===== src/rtl/usb_rx_line.sv =====
// usb_rx_line: full-speed USB receive front-end (bit recovery, NRZI, SYNC, destuff, EOP).
// Define USB_RX_BUS_RESET_EN to build the long-SE0 bus-reset detector.
module usb_rx_line #(
    parameter int SYNC_TIMEOUT = 16,
    parameter int IDLE_RECOVER = 8,
    parameter int RESET_CYCLES = 120
) (
    input  logic       clock48,
    input  logic       reset,
    input  logic       usb_d_p,
    input  logic       usb_d_n,
    output logic [7:0] rx_data,
    output logic       rx_valid,
    output logic       rx_active,
    output logic       rx_eop,
    output logic       rx_error,
    output logic       bus_reset
);
    typedef enum logic [2:0] {IDLE, SYNC, DATA, EOP, ERR} state_t;
    localparam logic [1:0] LS_J = 2'b10;
    localparam logic [1:0] LS_K = 2'b01;
    localparam logic [1:0] LS_SE0 = 2'b00;
    localparam logic [1:0] LS_SE1 = 2'b11;
    localparam int TW = $clog2(SYNC_TIMEOUT + 1);
    localparam int RW = $clog2(IDLE_RECOVER + 1);
    localparam logic [TW-1:0] SYNC_LAST = TW'(SYNC_TIMEOUT - 1);
    localparam logic [RW-1:0] REC_LAST = RW'(IDLE_RECOVER - 1);

    state_t state_q, state_d;
    logic [1:0] sync1_q, line_q, phase_q;
    logic prev_q, prev_d, eop2_q, eop2_d, part_q, part_d;
    logic [7:0] sr_q, sr_d, data_q, data_d;
    logic [TW-1:0] cnt_q, cnt_d;
    logic [RW-1:0] jcnt_q, jcnt_d;
    logic [2:0] bits_q, bits_d, ones_q, ones_d;
    logic valid_q, valid_d, active_q, active_d, eop_q, eop_d, err_q, err_d;
    logic smp, bit_v, br_d;

    assign smp = phase_q == 2'd2;
    assign bit_v = line_q[1] == prev_q;

`ifdef USB_RX_BUS_RESET_EN
    localparam int SW = $clog2(RESET_CYCLES + 1);
    localparam logic [SW-1:0] SE0_MAX = SW'(RESET_CYCLES);
    logic [SW-1:0] se0_q;
    logic br_q;
    assign br_d = (line_q == LS_SE0) && (se0_q >= SE0_MAX - 1'b1);
    always_ff @(posedge clock48) begin
        if (reset) begin
            se0_q <= '0;
            br_q  <= 1'b0;
        end else begin
            se0_q <= (line_q != LS_SE0) ? '0 : ((se0_q == SE0_MAX) ? se0_q : se0_q + 1'b1);
            br_q  <= br_d;
        end
    end
    assign bus_reset = br_q;
`else
    // detector absent: never forces IDLE
    assign br_d = RESET_CYCLES < 0;
    assign bus_reset = 1'b0;
`endif

    always_comb begin
        state_d = state_q;
        prev_d = prev_q;
        sr_d = sr_q;
        cnt_d = cnt_q;
        bits_d = bits_q;
        ones_d = ones_q;
        eop2_d = eop2_q;
        part_d = part_q;
        jcnt_d = jcnt_q;
        data_d = data_q;
        active_d = active_q;
        valid_d = 1'b0;
        eop_d = 1'b0;
        err_d = 1'b0;
        case (state_q)
            IDLE: if (line_q == LS_K) begin
                state_d = SYNC;
                prev_d = 1'b1;
                sr_d = '0;
                cnt_d = '0;
            end
            SYNC: if (smp) begin
                prev_d = line_q[1];
                sr_d = {bit_v, sr_q[7:1]};
                cnt_d = cnt_q + 1'b1;
                if (sr_d == 8'h80) begin
                    state_d = DATA;
                    active_d = 1'b1;
                    bits_d = '0;
                    ones_d = '0;
                end else if (cnt_q == SYNC_LAST) state_d = ERR;
            end
            DATA: if (smp) begin
                if (line_q == LS_SE0) begin
                    state_d = EOP;
                    eop2_d = 1'b0;
                    part_d = bits_q != 3'd0;
                end else if (line_q == LS_SE1) state_d = ERR;
                else begin
                    prev_d = line_q[1];
                    // after six ones the sample is a stuff bit: a 0 is dropped, a 1 is illegal
                    if (ones_q == 3'd6) begin
                        ones_d = '0;
                        state_d = bit_v ? ERR : DATA;
                    end else begin
                        ones_d = bit_v ? ones_q + 3'd1 : 3'd0;
                        sr_d = {bit_v, sr_q[7:1]};
                        bits_d = bits_q + 3'd1;
                        data_d = (bits_q == 3'd7) ? sr_d : data_q;
                        valid_d = bits_q == 3'd7;
                    end
                end
            end
            EOP: if (smp) begin
                if (!eop2_q && line_q == LS_SE0) eop2_d = 1'b1;
                else if (eop2_q && line_q == LS_J) begin
                    state_d = IDLE;
                    prev_d = 1'b1;
                    active_d = 1'b0;
                    eop_d = 1'b1;
                    err_d = part_q;
                end else state_d = ERR;
            end
            ERR: begin
                jcnt_d = (line_q == LS_J) ? jcnt_q + 1'b1 : '0;
                state_d = (line_q == LS_J && jcnt_q == REC_LAST) ? IDLE : ERR;
            end
            default: state_d = IDLE;
        endcase
        if (state_d == ERR && state_q != ERR) begin
            err_d = 1'b1;
            active_d = 1'b0;
            jcnt_d = '0;
        end
        if (br_d) begin
            state_d = IDLE;
            active_d = 1'b0;
        end
    end

    always_ff @(posedge clock48) begin
        if (reset) begin
            sync1_q  <= LS_J;
            line_q   <= LS_J;
            phase_q  <= 2'd0;
            state_q  <= IDLE;
            prev_q   <= 1'b1;
            sr_q     <= '0;
            cnt_q    <= '0;
            bits_q   <= '0;
            ones_q   <= '0;
            eop2_q   <= 1'b0;
            part_q   <= 1'b0;
            jcnt_q   <= '0;
            data_q   <= '0;
            active_q <= 1'b0;
            valid_q  <= 1'b0;
            eop_q    <= 1'b0;
            err_q    <= 1'b0;
        end else begin
            sync1_q  <= {usb_d_p, usb_d_n};
            line_q   <= sync1_q;
            phase_q  <= (sync1_q != line_q) ? 2'd0 : phase_q + 2'd1;
            state_q  <= state_d;
            prev_q   <= prev_d;
            sr_q     <= sr_d;
            cnt_q    <= cnt_d;
            bits_q   <= bits_d;
            ones_q   <= ones_d;
            eop2_q   <= eop2_d;
            part_q   <= part_d;
            jcnt_q   <= jcnt_d;
            data_q   <= data_d;
            active_q <= active_d;
            valid_q  <= valid_d;
            eop_q    <= eop_d;
            err_q    <= err_d;
        end
    end

    assign rx_data = data_q;
    assign rx_valid = valid_q;
    assign rx_active = active_q;
    assign rx_eop = eop_q;
    assign rx_error = err_q;
endmodule


===== config.mk =====
export PLATFORM = sky130hd
export DESIGN_NAME = usb_rx_line
export DESIGN_NICKNAME = d
export VERILOG_FILES = /design/src/rtl/usb_rx_line.sv
export SDC_FILE = /design/constraint.sdc
export NUM_CORES = 1
export LEC_CHECK = 0
export CORE_MARGIN = 2
export CORE_UTILIZATION = 39
export CTS_CLUSTER_SIZE = 40
export DETAILED_ROUTE_END_ITERATION = 7
export PLACE_DENSITY_LB_ADDON = 0.25
export REMOVE_ABC_BUFFERS = 1
export SETUP_SLACK_MARGIN = 0.05
export SYNTH_ARGS = -nofsm -noshare
export SYNTH_HDL_FRONTEND = slang
export SYNTH_SLANG_ARGS = --single-unit

===== constraint.sdc =====
create_clock -name clock48 -period 3.25 [get_ports clock48]
set_input_delay 0.65 -clock clock48 [delete_from_list [all_inputs] [get_ports clock48]]
set_output_delay 0.65 -clock clock48 [all_outputs]
set_load 0.05 [all_outputs]

==> results of run 1 <==
[cell usage after synthesis, types with 2 or more instances]
| cell | number |
|---|---|
| inv_1 | 9 |
| xor2_1 | 5 |
| mux2i_1 | 10 |
| nand3b_1 | 3 |
| a211o_1 | 2 |
| buf_4 | 2 |
| dfxtp_1 | 46 |
| nand2_1 | 14 |
| nand4_1 | 2 |
| buf_2 | 6 |
| or3_1 | 4 |
| a211oi_1 | 3 |
| o21ai_2 | 2 |
| nand3_1 | 13 |
| a21oi_1 | 18 |
| and3_1 | 2 |
| or2_2 | 3 |
| and2_1 | 3 |
| a22oi_1 | 4 |
| nor2b_1 | 6 |
| nand2b_1 | 12 |
| buf_6 | 2 |
| a31oi_1 | 2 |
| o21a_1 | 2 |
| nor2_1 | 27 |
| nor3b_1 | 4 |
| o21ai_1 | 6 |
| ha_1 | 9 |
| clkbuf_1 | 5 |
| o21ai_0 | 9 |
| nor3_1 | 7 |
| o31ai_1 | 2 |
| nor3b_2 | 2 |
[worst paths after layout]
check	slack, ns	depth (start not counted)	from	to
worst max-delay path	1.03	5	line_q[1]	rx_data[3]
worst min-delay path	0.41	1	phase_q[0]	phase_q[0]
worst max register to register	1.03	5	line_q[1]	rx_data[3]
worst min register to register	0.41	1	phase_q[0]	phase_q[0]
[report_power, final]
group / switching [mW] / internal [mW] / leakage, nW
registers: 0.00696 / 0.568 / 0.372
clock network: 0.200 / 0.230 / 0.0514
logic: 0.0305 / 0.0207 / 0.569
[cell type report]
type	count	area share
Clock buffer	6	0.0279
Multi-Input combinational cell	194	0.491
Tap cell	75	0.0361
Clock inverter	2	0.0144
Inverter	9	0.0130
Sequential cell	46	0.354
Timing Repair Buffer	17	0.0636
[critical path: cells and delay by family (launching register included)]
| kind | cells | cell delay (ns) |
|---|---|---|
| muxes | 1 | 0.35 |
| and+or+nand+nor | 4 | 1.03 |
| DFF | 1 | 0.72 |
[cell families (layout without fill, tap and decap cells)]
| family | count (synthesis) | count (layout) | synth area share |
|---|---|---|---|
| AO/OA/AOI/OAI | 57 | 57 | 0.166 |
| buffers and inverters | 24 | 34 | 0.0519 |
| flip-flops | 46 | 46 | 0.398 |
| multiplexers | 10 | 10 | 0.0432 |
| adder cells (fa/ha/maj) | 9 | 9 | 0.0486 |
| AND/OR/NAND/NOR | 111 | 111 | 0.265 |
| XOR/XNOR | 6 | 6 | 0.0259 |
| other | 1 | 1 | 0.00162 |
[per-layer routing]
layer	global-route usage	up-vias	share of wire
met5	0	-	0
met4	0.0508	0	0.013
met3	0.0367	6	0.037
met2	0.255	31	0.47
met1	0.204	877	0.48
li1	-	941	-
[registers in the layout (all words and copies together) (netlist names)]
name and count:
rx_data 8, sr_q 7, cnt_q 5, jcnt_q 4
bits_q 3, ones_q 3, state_q 3, line_q 2
phase_q 2, sync1_q 2, eop2_q 1, part_q 1
prev_q 1, rx_active 1, rx_eop 1, rx_error 1
rx_valid 1
==> impl_metrics.json, run 1 <==
{
  "clock_sinks": 46,
  "worst_pin_slew_ns": 0.713,
  "worstPathRequired_ns": 3.45,
  "vias": 1855,
  "area_delta_synth_final_pct": 12.2,
  "final_common_cell": "dfxtp_1",
  "synth_seq_cells": 46,
  "clk_latency_ns": 0.30,
  "ant_nets": 0,
  "rows": 28,
  "wl_um": 4560,
  "fill_cells": 600,
  "synth_top_area_frac": 0.398,
  "finalSetupViolCount": 0,
  "synthTopCellsByArea": "dfxtp_1, ha_1, nor2_1, mux2i_1, a21oi_1",
  "ctsRootBufferMaster": "clkbuf_8",
  "place_area_sq_mm": 0.00249,
  "port_buffers": 15,
  "grt_overflow": 0,
  "path_class": "reg -> reg",
  "critPathMaxFanout": 14,
  "leakagePower_nw": 0.992,
  "firstDrtPassIters": 4,
  "drv_cap": 0,
  "final_nets": 286,
  "synthArstFlopShare": 0,
  "final_util": 0.447,
  "routabilityCongestion": 0.793,
  "synth_top_flop_cell": "dfxtp_1",
  "crit_slowest_cell": "dfxtp_1",
  "design_area_sq_mm": 0.00260,
  "drv_slew": 0,
  "antennaDiodeCount": 0,
  "ir_drop_mv": 0.175,
  "critPathCaptureType": "flop",
  "status": "complete, no violations",
  "syn_area_sq_mm": 0.00232,
  "post_cts_buffers": 0,
  "synth_cell_type_count": 51,
  "wl_per_cell_um": 13.1,
  "final_layout_size_suffix_gt1_frac": 0.106,
  "die_h_um": 81.1,
  "cts-resized-gates": 0,
  "regArea_sq_um": 921,
  "fin_crit_ns": 2.22,
  "multi_input_area_sq_mm": 0.00127,
  "power.total_mw": 1.06,
  "drc": 0,
  "crit_path_cell_trace": "nor2_2 > nor4_2 > nand3_1 > mux2i_1 > nor2_1",
  "power_density_mw_per_mm2": 406,
  "antenna_found_initial": 0,
  "yosysSeqAreaShare": 0.398,
  "synth-edff-count": 0,
  "hpwl_um": 3230,
  "path_clk_slew_ns": 0.09,
  "hp-class": "reg -> reg",
  "drt_iter0_drc": 109,
  "cp-start-kind": "flop",
  "placed_cells": 341,
  "htreeDepth": 2,
  "finalNonFillerCells": 349,
  "finalHoldViolCount": 0,
  "pre_cts_ws_ns": 0.992,
  "initial_core_util": 0.398,
  "syn_area_per_cell_sq_um": 8.77,
  "vias_per_cell": 5.32,
  "finalClockSkew_ns": 0.00310,
  "dieArea_sq_mm": 0.00657,
  "synthCells": 264,
  "cts_buffer_depth": 2,
  "fp.coreArea_sq_mm": 0.00582,
  "fin_crit_sh": 0.683,
  "cts_buffers": 5,
  "relSlewSlack": 0.525,
  "grt_max_degree": 19,
  "cts_tree": "yes",
  "final_cell_mix": "dfxtp_1, nor2_1, a21oi_1",
  "grt_pass1_wl_um": 8030,
  "die_w_um": 81.1,
  "yosys.area.top_type": "dfxtp_1",
  "slowest_delay_ns": 0.72,
  "setup_slack_ns": 1.03,
  "worstPathArrival_ns": 2.42,
  "timing.fmax_mhz": 451,
  "pin_count": 17,
  "whs_ns": 0.413,
  "rsz0062_at_grt": "false",
  "track_usage": 0.156,
  "first_global_vias": 1714,
  "hold_buffers": 0,
  "yosysWarnings": 0,
  "tns_ns": 0
}
No activity file was read; power rests on OpenSTA's default activity.
==> run 2: changes to the inputs <==
==> constraint.sdc (replaced) <==
create_clock -name clock48 -period 2.3 [get_ports clock48]
set_input_delay 0.46 -clock clock48 [delete_from_list [all_inputs] [get_ports clock48]]
set_output_delay 0.46 -clock clock48 [all_outputs]
set_load 0.05 [all_outputs]
==> impl_metrics.json, run 2 (synthesis results as in run 1) <==
{
  "wl_per_cell_um": 12.3,
  "status": "complete, no violations",
  "cts-resized-gates": 0,
  "p_sw_frac": 0.225,
  "path_class": "reg -> out",
  "crit_buf_inv": 1,
  "crit_path_cell_trace": "clkdlybuf4s50_1",
  "fp.coreArea_sq_mm": 0.00582,
  "critPathCaptureType": "primary output",
  "cts_buffers": 5,
  "fin_crit_ns": 1.91,
  "hp-class": "reg -> reg",
  "timing.fmax_mhz": 524,
  "ir_drop_mv": 0.276,
  "leakagePower_nw": 1.05,
  "die_w_um": 81.1,
  "final_cell_mix": "dfxtp_1, nor2_1, a21oi_1",
  "vias": 1847,
  "finalSetupViolCount": 0,
  "fill_cells": 598,
  "antenna_found_initial": 0,
  "hpwl_um": 3280,
  "wl_um": 4420,
  "setup_slack_ns": 0.391,
  "dieArea_sq_mm": 0.00657,
  "pre_cts_ws_ns": 0.439,
  "slowest_delay_ns": 0.80,
  "critPathTopFamily": "buffers and inverters",
  "rsz0062_at_grt": "false",
  "cts_buffer_depth": 2,
  "grt_pass1_wl_um": 7640,
  "ant_nets": 0,
  "p_clk_frac": 0.403,
  "worstPathRequired_ns": 1.84,
  "critPathMaxFanout": 2,
  "placed_cells": 351,
  "finalHoldViolCount": 0,
  "p_seq_frac": 0.542,
  "vias_per_cell": 5.14,
  "drc": 0,
  "power_density_mw_per_mm2": 556,
  "firstDrtPassIters": 4,
  "largest_register_ffs": 8,
  "grt_overflow": 0,
  "cp-start-kind": "flop",
  "design_area_sq_mm": 0.00269,
  "initial_core_util": 0.398,
  "crit_slowest_cell": "clkdlybuf4s50_1",
  "area_delta_synth_final_pct": 15.9,
  "pin_count": 17,
  "power.total_mw": 1.49,
  "ctsRootBufferMaster": "clkbuf_8",
  "fin_crit_sh": 0.830,
  "post_cts_buffers": 0,
  "hold_buffers": 0,
  "routabilityCongestion": 0.861,
  "internal_power_mw": 1.16,
  "path_clk_slew_ns": 0.09,
  "final_nets": 296,
  "grt_max_degree": 42,
  "r2r_slack_ns": 0.44,
  "drv_cap": 0,
  "tns_ns": 0,
  "finalClockSkew_ns": 0.00730,
  "final_layout_size_suffix_gt1_frac": 0.141,
  "drt_iter0_drc": 93,
  "rows": 28,
  "antennaDiodeCount": 0,
  "comb_power_share": 0.055,
  "clk_latency_ns": 0.31,
  "drv_slew": 0,
  "finalNonFillerCells": 359,
  "die_h_um": 81.1,
  "track_usage": 0.149,
  "worstPathArrival_ns": 1.45,
  "cts_tree": "yes",
  "port_buffers": 15,
  "htreeDepth": 2,
  "power.switching_mw": 0.336,
  "clock_sinks": 46,
  "place_area_sq_mm": 0.00258,
  "first_global_vias": 1646,
  "final_common_cell": "dfxtp_1"
}
==> run 2: changes by cell type in the layout (fill, tap and decap cells not counted), sizes merged <==
| cell | previous run | this run |
|---|---|---|
| buf | 2 | 12 |
| clkbuf | 6 | 5 |
| clkinv | 0 | 2 |
| clkinvlp | 1 | 0 |
==> run 2: area by class of cell <==
class,count,area (sq um),share of cell area
multi-input combinational,194,1270,0.475
sequential,46,921,0.343
timing repair buffer,27,253,0.0941
tap,75,93.8,0.0349
clock buffer,5,68.8,0.0256
clock inverter,3,40.0,0.0149
inverter,9,33.8,0.0126
==> run 2: power groups by stage <==
stage	Clock (mW)	Combinational [mW]	Sequential [mW]
floorplan	0	0.0464	0.828
global placement	0	0.0826	0.828
detailed placement	0	0.0827	0.828
CTS	0.614	0.0832	0.809
global route	0.649	0.0913	0.811
finish	0.602	0.0822	0.809
==> run 2: routing by layer <==
metal  global-route usage  share of wire  up-vias
met5                    0              0        -
met4               0.0610          0.013        0
met3               0.0367          0.035        5
met2                0.226           0.46       38
met1                0.203           0.49      846
li1                     -              -      958
==> run 2: final timing paths <==
path,startpoint,endpoint,depth (start not counted)
setup / recovery,rx_data[1],rx_data[1],1
hold / removal,phase_q[0],phase_q[0],1
setup reg to reg,ones_q[0],sr_q[6],8
hold reg to reg,phase_q[0],phase_q[0],1
==> run 2: metrics by stage <==
stage / util / hold WS (ns)
global route: 0.462 / 0.454
finish: 0.462 / 0.414
detailed placement: 0.443 / 0.406
floorplan: - / 0.391
CTS: 0.462 / 0.419
global placement: 0.443 / 0.404
==> run 3: changes to the inputs <==
==> constraint.sdc (replaced) <==
create_clock -name clock48 -period 1.7 [get_ports clock48]
set_input_delay 0.34 -clock clock48 [delete_from_list [all_inputs] [get_ports clock48]]
set_output_delay 0.34 -clock clock48 [all_outputs]
set_load 0.05 [all_outputs]
==> impl_metrics.json, run 3 (synthesis results as in run 1) <==
{
  "crit_buf_inv": 1,
  "crit_path_cell_trace": "buf_4 > nand2b_1 > a21oi_4 > or3_1 > a211oi_2 > mux2i_1",
  "cp-start-kind": "flop",
  "critPathTopFamily": "simple AND/OR/NAND/NOR gates",
  "grt_pass1_wl_um": 8370,
  "port_buffers": 15,
  "worstPathRequired_ns": 1.94,
  "hpwl_um": 3560,
  "pin_count": 17,
  "drv_slew": 0,
  "final_layout_size_suffix_gt1_frac": 0.372,
  "grt_overflow": 0,
  "timing.fmax_mhz": 604,
  "htreeDepth": 2,
  "rsz0062_at_grt": "true",
  "drc": 0,
  "fp.coreArea_sq_mm": 0.00582,
  "whs_ns": 0.411,
  "cts_buffer_depth": 2,
  "vias": 1991,
  "design_area_sq_mm": 0.00309,
  "first_global_vias": 1807,
  "power.total_mw": 2.07,
  "final_common_cell": "buf_4",
  "hp-class": "reg -> reg",
  "power_density_mw_per_mm2": 669,
  "clock_sinks": 46,
  "die_w_um": 81.1,
  "antennaDiodeCount": 0,
  "path_clk_slew_ns": 0.09,
  "final_cell_mix": "buf_4, dfxtp_1, nor2_1",
  "crit_slowest_cell": "dfxtp_4",
  "drt_iter0_drc": 75,
  "path_class": "reg -> reg",
  "antenna_found_initial": 0,
  "fill_cells": 559,
  "hold_buffers": 0,
  "status": "complete, no violations",
  "fin_crit_sh": 0.974,
  "routabilityCongestion": 0.866,
  "cts_buffers": 5,
  "grt_max_degree": 32,
  "initial_core_util": 0.398,
  "clk_latency_ns": 0.30,
  "wl_per_cell_um": 13.6,
  "cts_tree": "yes",
  "track_usage": 0.164,
  "fin_crit_ns": 1.66,
  "final_nets": 324,
  "vias_per_cell": 5.14,
  "critPathCaptureType": "flop",
  "slowest_delay_ns": 0.39,
  "die_h_um": 81.1,
  "rows": 28,
  "ant_nets": 0,
  "dieArea_sq_mm": 0.00657,
  "place_area_sq_mm": 0.00270,
  "area_delta_synth_final_pct": 33.4,
  "finalHoldViolCount": 0,
  "finalClockSkew_ns": 0.00810,
  "wl_um": 5260,
  "finalSetupViolCount": 0,
  "largest_register_ffs": 8,
  "firstDrtPassIters": 6,
  "ctsRootBufferMaster": "clkbuf_8",
  "drv_cap": 0,
  "worstPathArrival_ns": 1.89,
  "leakagePower_nw": 1.24,
  "ir_drop_mv": 0.399,
  "critPathMaxFanout": 7
}
-- run 3: cell count changes in the layout (fill, tap and decap cells not counted), moves of 5 or more --
| cell | before | now |
|---|---|---|
| buf_4 | 11 | 48 |
| clkdlybuf4s50_1 | 15 | 3 |
| dfxtp_1 | 46 | 38 |
| dfxtp_2 | 0 | 5 |
| nand3_1 | 13 | 5 |
| nand3_2 | 0 | 8 |
-- run 3: power breakdown --
part	switching (mW)	total [mW]	internal [mW]
Clock	0.382	0.821	0.439
Combinational	0.0809	0.156	0.0749
Sequential	0.00977	1.09	1.08
Total	0.473	2.07	1.60
-- run 3: worst paths after layout --
kind,from,to,slack (ns),depth (start not counted)
worst max-delay path,line_q[1],prev_q,0.04,6
worst min-delay path,phase_q[0],phase_q[0],0.41,1
worst max register to register,line_q[1],prev_q,0.04,6
worst min register to register,phase_q[0],phase_q[0],0.41,1
-- run 3: cell type report --
type	count	area [sq um]	area share
tap	75	93.8	0.0304
clock inverter	2	37.5	0.0122
clock buffer	6	72.6	0.0235
timing repair buffer	55	444	0.144
inverter	9	33.8	0.0109
multi-input combinational	194	1470	0.475
sequential	46	938	0.304
-- run 3: routing by layer --
metal | vias to the layer above | GRT usage | part of all wire
met3 | 8 | 0.0344 | 0.030
li1 | 1016 | - | -
met4 | 0 | 0.0559 | 0.016
met5 | - | 0 | 0
met2 | 31 | 0.250 | 0.46
met1 | 936 | 0.230 | 0.50
-- run 3: stage by stage --
| step | setup slack [ns] | util | setup TNS [ns] | cells |
|---|---|---|---|---|
| CTS | 0.0204 | 0.495 | 0 | 382 |
| detailed placement | -0.0768 | 0.465 | -0.523 | 372 |
| finish | 0.0440 | 0.531 | 0 | 387 |
| global placement | -0.000300 | 0.465 | -0.000300 | 372 |
| floorplan | -0.159 | - | -1.52 | 249 |
| global route | -0.0256 | 0.531 | -0.0256 | 387 |
-- run 3: worst register-to-register path, delay by kind of cell, from the launching register on --
kind	cells	cell delay [ns]
simple gates	2	0.51
flops	1	0.39
buf+inv	1	0.16
compound gates	2	0.34
mux	1	0.20
-- run 3: repair_timing --
item,CTS,global route
setup buffers,1,5
gates cloned,1,0
endpoints found under the hold margin,0,0
resized for setup,13,42
pin swaps,4,14
setup endpoints to repair,22,33
==> patch 1: new RTL, settings of run 2 <==
`SYNC_TIMEOUT`: 16 -> 32.
--- a/src/rtl/usb_rx_line.sv
+++ b/src/rtl/usb_rx_line.sv
@@ -3,3 +3,3 @@
 module usb_rx_line #(
-    parameter int SYNC_TIMEOUT = 16,
+    parameter int SYNC_TIMEOUT = 32,
     parameter int IDLE_RECOVER = 8,
Behaviour: no difference found for any inputs over 10 cycles, from zero or initial values and one cycle with reset high; that may be too few to reach the edited logic, so the function may still have changed.
==> patch 1 against run 2 <==
  * Setup slack lost 0.14 ns
  * Synthesized cell count rose by 6.8%
  * Total power is 2.3% higher
  * Worst hold slack better by 0.0036 ns
  * Final area up 2.7%
  * Clock power grew 3.3%
  * Routed wire length increased by 16%
  * Register-to-register slack got worse by 0.19 ns
  * Sequential cell count rose by 1
  * Synthesized area is 2.6% higher
  * Critical path type is now flop to flop
  * Critical endpoint is now rx_active
  * Largest power group unchanged
==> patch 1: results (changes against run 2) <==
metric,value,unit,change
outcome,finished clean,,
combinationalPowerShare,5.1,%,-0.4 points
slowest_stage,a2111oi_0,,
critical_path_arrival,2.23,ns,+0.78 ns
p_comb,0.0785,mW,-4.5%
grtUsageTotal,16.82,%,+1.9 points
gp_congestion,0.8487,,-1.4%
drive_gt1_share,10.67,%,-3.4 points
postRouteWirelength,5120,um,+16%
grt_first_pass_wirelength,8680,um,+14%
vias_per_cell,5.477,,+6.5%
max_stage_delay,0.48,ns,-0.32 ns
synth_cell_types,53,,+3.9%
syn_inst,282,,+6.8%
finClkSkew,0.01426,ns,+0.006969 ns
synthTopCellsByCount,"dfxtp_1 (47), nand2_1 (35), a21oi_1 (19)",,
drt_iter0_markers,128,,+38%
dpl.hpwl,3743,um,+14%
post-place-ws,0.2521,ns,-0.1868 ns
p_leak,0.9789,nW,-7.2%
r2r_slack,0.25,ns,-0.19 ns
fin_crit,2.049,ns,+0.1403 ns
synth-seq-area-share,39.58,%,-0.18 points
clk_transition_reported_paths,0.10,ns,
worstPathMaxFanout,12,,+10
dp.cells,367,,+4.6%
grt_pass1_vias,1824,,+11%
internal_power,1.178,mW,+1.8%
postCtsSetupRepairBufs,0,,unchanged
num-nets-final,311,,+5.1%
dr_total_vias,2054,,+11%
grt_max_degree,21,,-50%
power_frac_seq,54.1,%,about the same
nFillCells,583,,-2.5%
vdd_ir_drop_max,0.3122,mV,+13%
synth_area_leaders,"dfxtp_1 (40%), nand2_1 (5.5%), ha_1 (4.2%)",,
-- patch 1: per-layer routing --
metal	vias to the layer above	track usage, %	routed length [um]
met3	7	3.187	157
met4	0	5.833	76
li1	1049	-	-
met1	961	23.68	2626
met2	37	25.69	2259
met5	-	0	0
-- patch 1: layout make-up --
| class | instances | area [sq um] | area share (%) |
|---|---|---|---|
| tap | 75 | 93.84 | 3.403 |
| clock buffer | 5 | 68.82 | 2.495 |
| clock inverter | 3 | 46.29 | 1.679 |
| inverter | 12 | 45.04 | 1.633 |
| multi-input combinational | 206 | 1323 | 47.96 |
| timing repair buffer | 27 | 240.2 | 8.711 |
| sequential | 47 | 940.9 | 34.12 |
-- patch 1: worst paths after layout --
check,end,cells past startpoint,start
max reg2reg,rx_active,5,phase_q[0]
min reg2reg,phase_q[0],1,phase_q[0]
min,phase_q[0],1,phase_q[0]
max,rx_active,5,phase_q[0]
-- patch 1: kinds of logic (layout without fill, tap and decap cells) --
| family | Yosys count | count (layout) | share of synthesized area [%] |
|---|---|---|---|
| other | 1 | 1 | 0.1577 |
| XOR/XNOR | 9 | 9 | 3.316 |
| buffers and inverters | 29 | 47 | 5.158 |
| AO/OA/AOI/OAI | 65 | 65 | 18.21 |
| AND/OR/NAND/NOR | 112 | 112 | 24.63 |
| adder cells (fa/ha/maj) | 8 | 8 | 4.211 |
| multiplexers | 11 | 11 | 4.737 |
| flip-flops | 47 | 47 | 39.58 |
-- patch 1: stage by stage --
stage          area, sq um  hold slack (ns)
4_1_cts               2749           0.4190
3_5_place_dp          2634           0.4045
3_3_place_gp          2634           0.4038
6_report              2758           0.4178
5_1_grt               2758           0.4403
2_1_floorplan         2300           0.3925
-- patch 1: timing repair --
item                       in CTS  in global routing
setup endpoints to repair       0                  3
resized for setup               0                  3
hold endpoints to repair        0                  0
==> patch 2: new RTL, config.mk and constraints of run 2 <==
Without the edit above. `data_q` no longer has a reset.
--- a/src/rtl/usb_rx_line.sv
+++ b/src/rtl/usb_rx_line.sv
@@ -158,3 +158,2 @@
             jcnt_q   <= '0;
-            data_q   <= '0;
             active_q <= 1'b0;
@@ -176,3 +175,2 @@
             jcnt_q   <= jcnt_d;
-            data_q   <= data_d;
             active_q <= active_d;
@@ -182,2 +180,6 @@
         end
+    end
+
+    always_ff @(posedge clock48) begin
+        data_q <= data_d;
     end
Check against the original RTL: no difference found for any inputs over 10 cycles, from zero or initial values and one cycle with reset high; that may be too few to reach the edited logic, so the function may still have changed.
==> patch 2 against run 2 <==
  * Sequential cell count did not move
  * Total power is 1.1% higher
  * Clock skew up 0.0049 ns
  * Critical path depth did not move
  * Maximum frequency down 0.49%
  * Clock power increased by 1%
  * Sequential share of layout area is 2.7 points higher
  * Final area grew 0.70%
  * Global-route usage down 0.61 points
  * Synthesized area is 2.2% higher
  * Setup slack lost 0.0094 ns
  * Via count shrank 5.5%
  * Routed wire length shrank 0.72%
  * Critical path type unchanged
  * Critical endpoint is now rx_active
==> patch 2: results (changes against run 2) <==
metric,value,unit,change
numCtsBuffers,5,,unchanged
r2r_slack,0.42,ns,-0.02 ns
ys_async_sr_fraction,0,%,unchanged
vdd_ir_drop_max,0.3397,mV,+23%
critical_path_arrival,1.46,ns,
p_switching,0.3309,mW,-1.5%
grt_use_met1,19.57,%,-0.72 points
routed-wl-met2,1910,um,-5.4%
drive_gt1_share,10.08,%,-4.0 points
crit_end,rx_active,,
min_to,phase_q[0],,
combinationalPowerShare,4.7,%,-0.8 points
hold_depth,1,,unchanged
initial_core_util,40.22,%,+0.40 points
postRouteWirelength,4392,um,-0.72%
num-nets-final,270,,-8.8%
synth_cell_types,61,,+20%
r2r_end,jcnt_q[0],,
cts_root_buf,clkbuf_8,,
synth-seq-area-share,42.28,%,+2.5 points
met3_length,142,um,-9.0%
slowest_stage,clkdlybuf4s50_1,,
grtUsageMet2,21.54,%,-1.1 points
p_leak,0.9333,nW,-12%
grtUsageTotal,14.33,%,-0.61 points
synth-edff-count,8,,+8
grt_first_pass_wirelength,7389,um,-3.3%
use_met3,3.407,%,-0.26 points
drt_iter0_markers,83,,-11%
clk_latency,0.30,ns,
synthTopCellsByCount,"dfxtp_1 (38), nand2b_1 (17), a21oi_1 (15)",,
grt_max_degree,37,,-12%
startpoint,rx_active,,
grt_pass1_vias,1564,,-5.0%
final_cell_count_no_fill,333,,-7.2%
p_comb,0.0709,mW,-14%
dpl.hpwl,3098,um,-5.6%
ff2ff_path_depth,4,,-4
r2r_start,line_q[1],,
outcome,finished clean,,
finClkSkew,0.01215,ns,+0.004852 ns
gp_congestion,0.7430,,-14%
syn_inst,244,,-7.6%
vias_per_cell,5.240,,+1.9%
m1WireLength,2287,um,+4.5%
clk-power,0.608,mW,+1%
worst-slew-pin-transition,0.6596,ns,
whs,0.4129,ns,-0.001423 ns
synth_area_leaders,"dfxtp_1 (32%), edfxtp_1 (10%), ha_1 (4.8%)",,
patch 2: logic make-up after synthesis:
family,Yosys count,share of synthesized area [%]
and+or+nand+nor,94,24.10
AOI/OAI and AO/OA,51,15.59
DFF,46,42.28
buffers and inverters,24,4.704
muxes,11,4.651
adders and majority gates,9,4.757
xor gates and xnor gates,8,3.753
other,1,0.1584
patch 2: layout make-up:
cell class | instances | area [sq um]
clock buffers | 5 | 68.82
clock inverters | 3 | 43.79
fillers | 564 | 3182
inverters | 9 | 33.78
multi-input cells | 174 | 1255
flip-flops and latches | 46 | 1001
well taps | 75 | 93.84
repair buffers | 21 | 207.7
patch 2: through the flow:
stage | setup slack [ns] | instance area (sq um)
2_1_floorplan | 0.3758 | 2290
6_report | 0.3817 | 2704
3_3_place_gp | 0.4741 | 2591
4_1_cts | 0.3622 | 2704
5_1_grt | 0.2783 | 2704
3_5_place_dp | 0.4445 | 2591
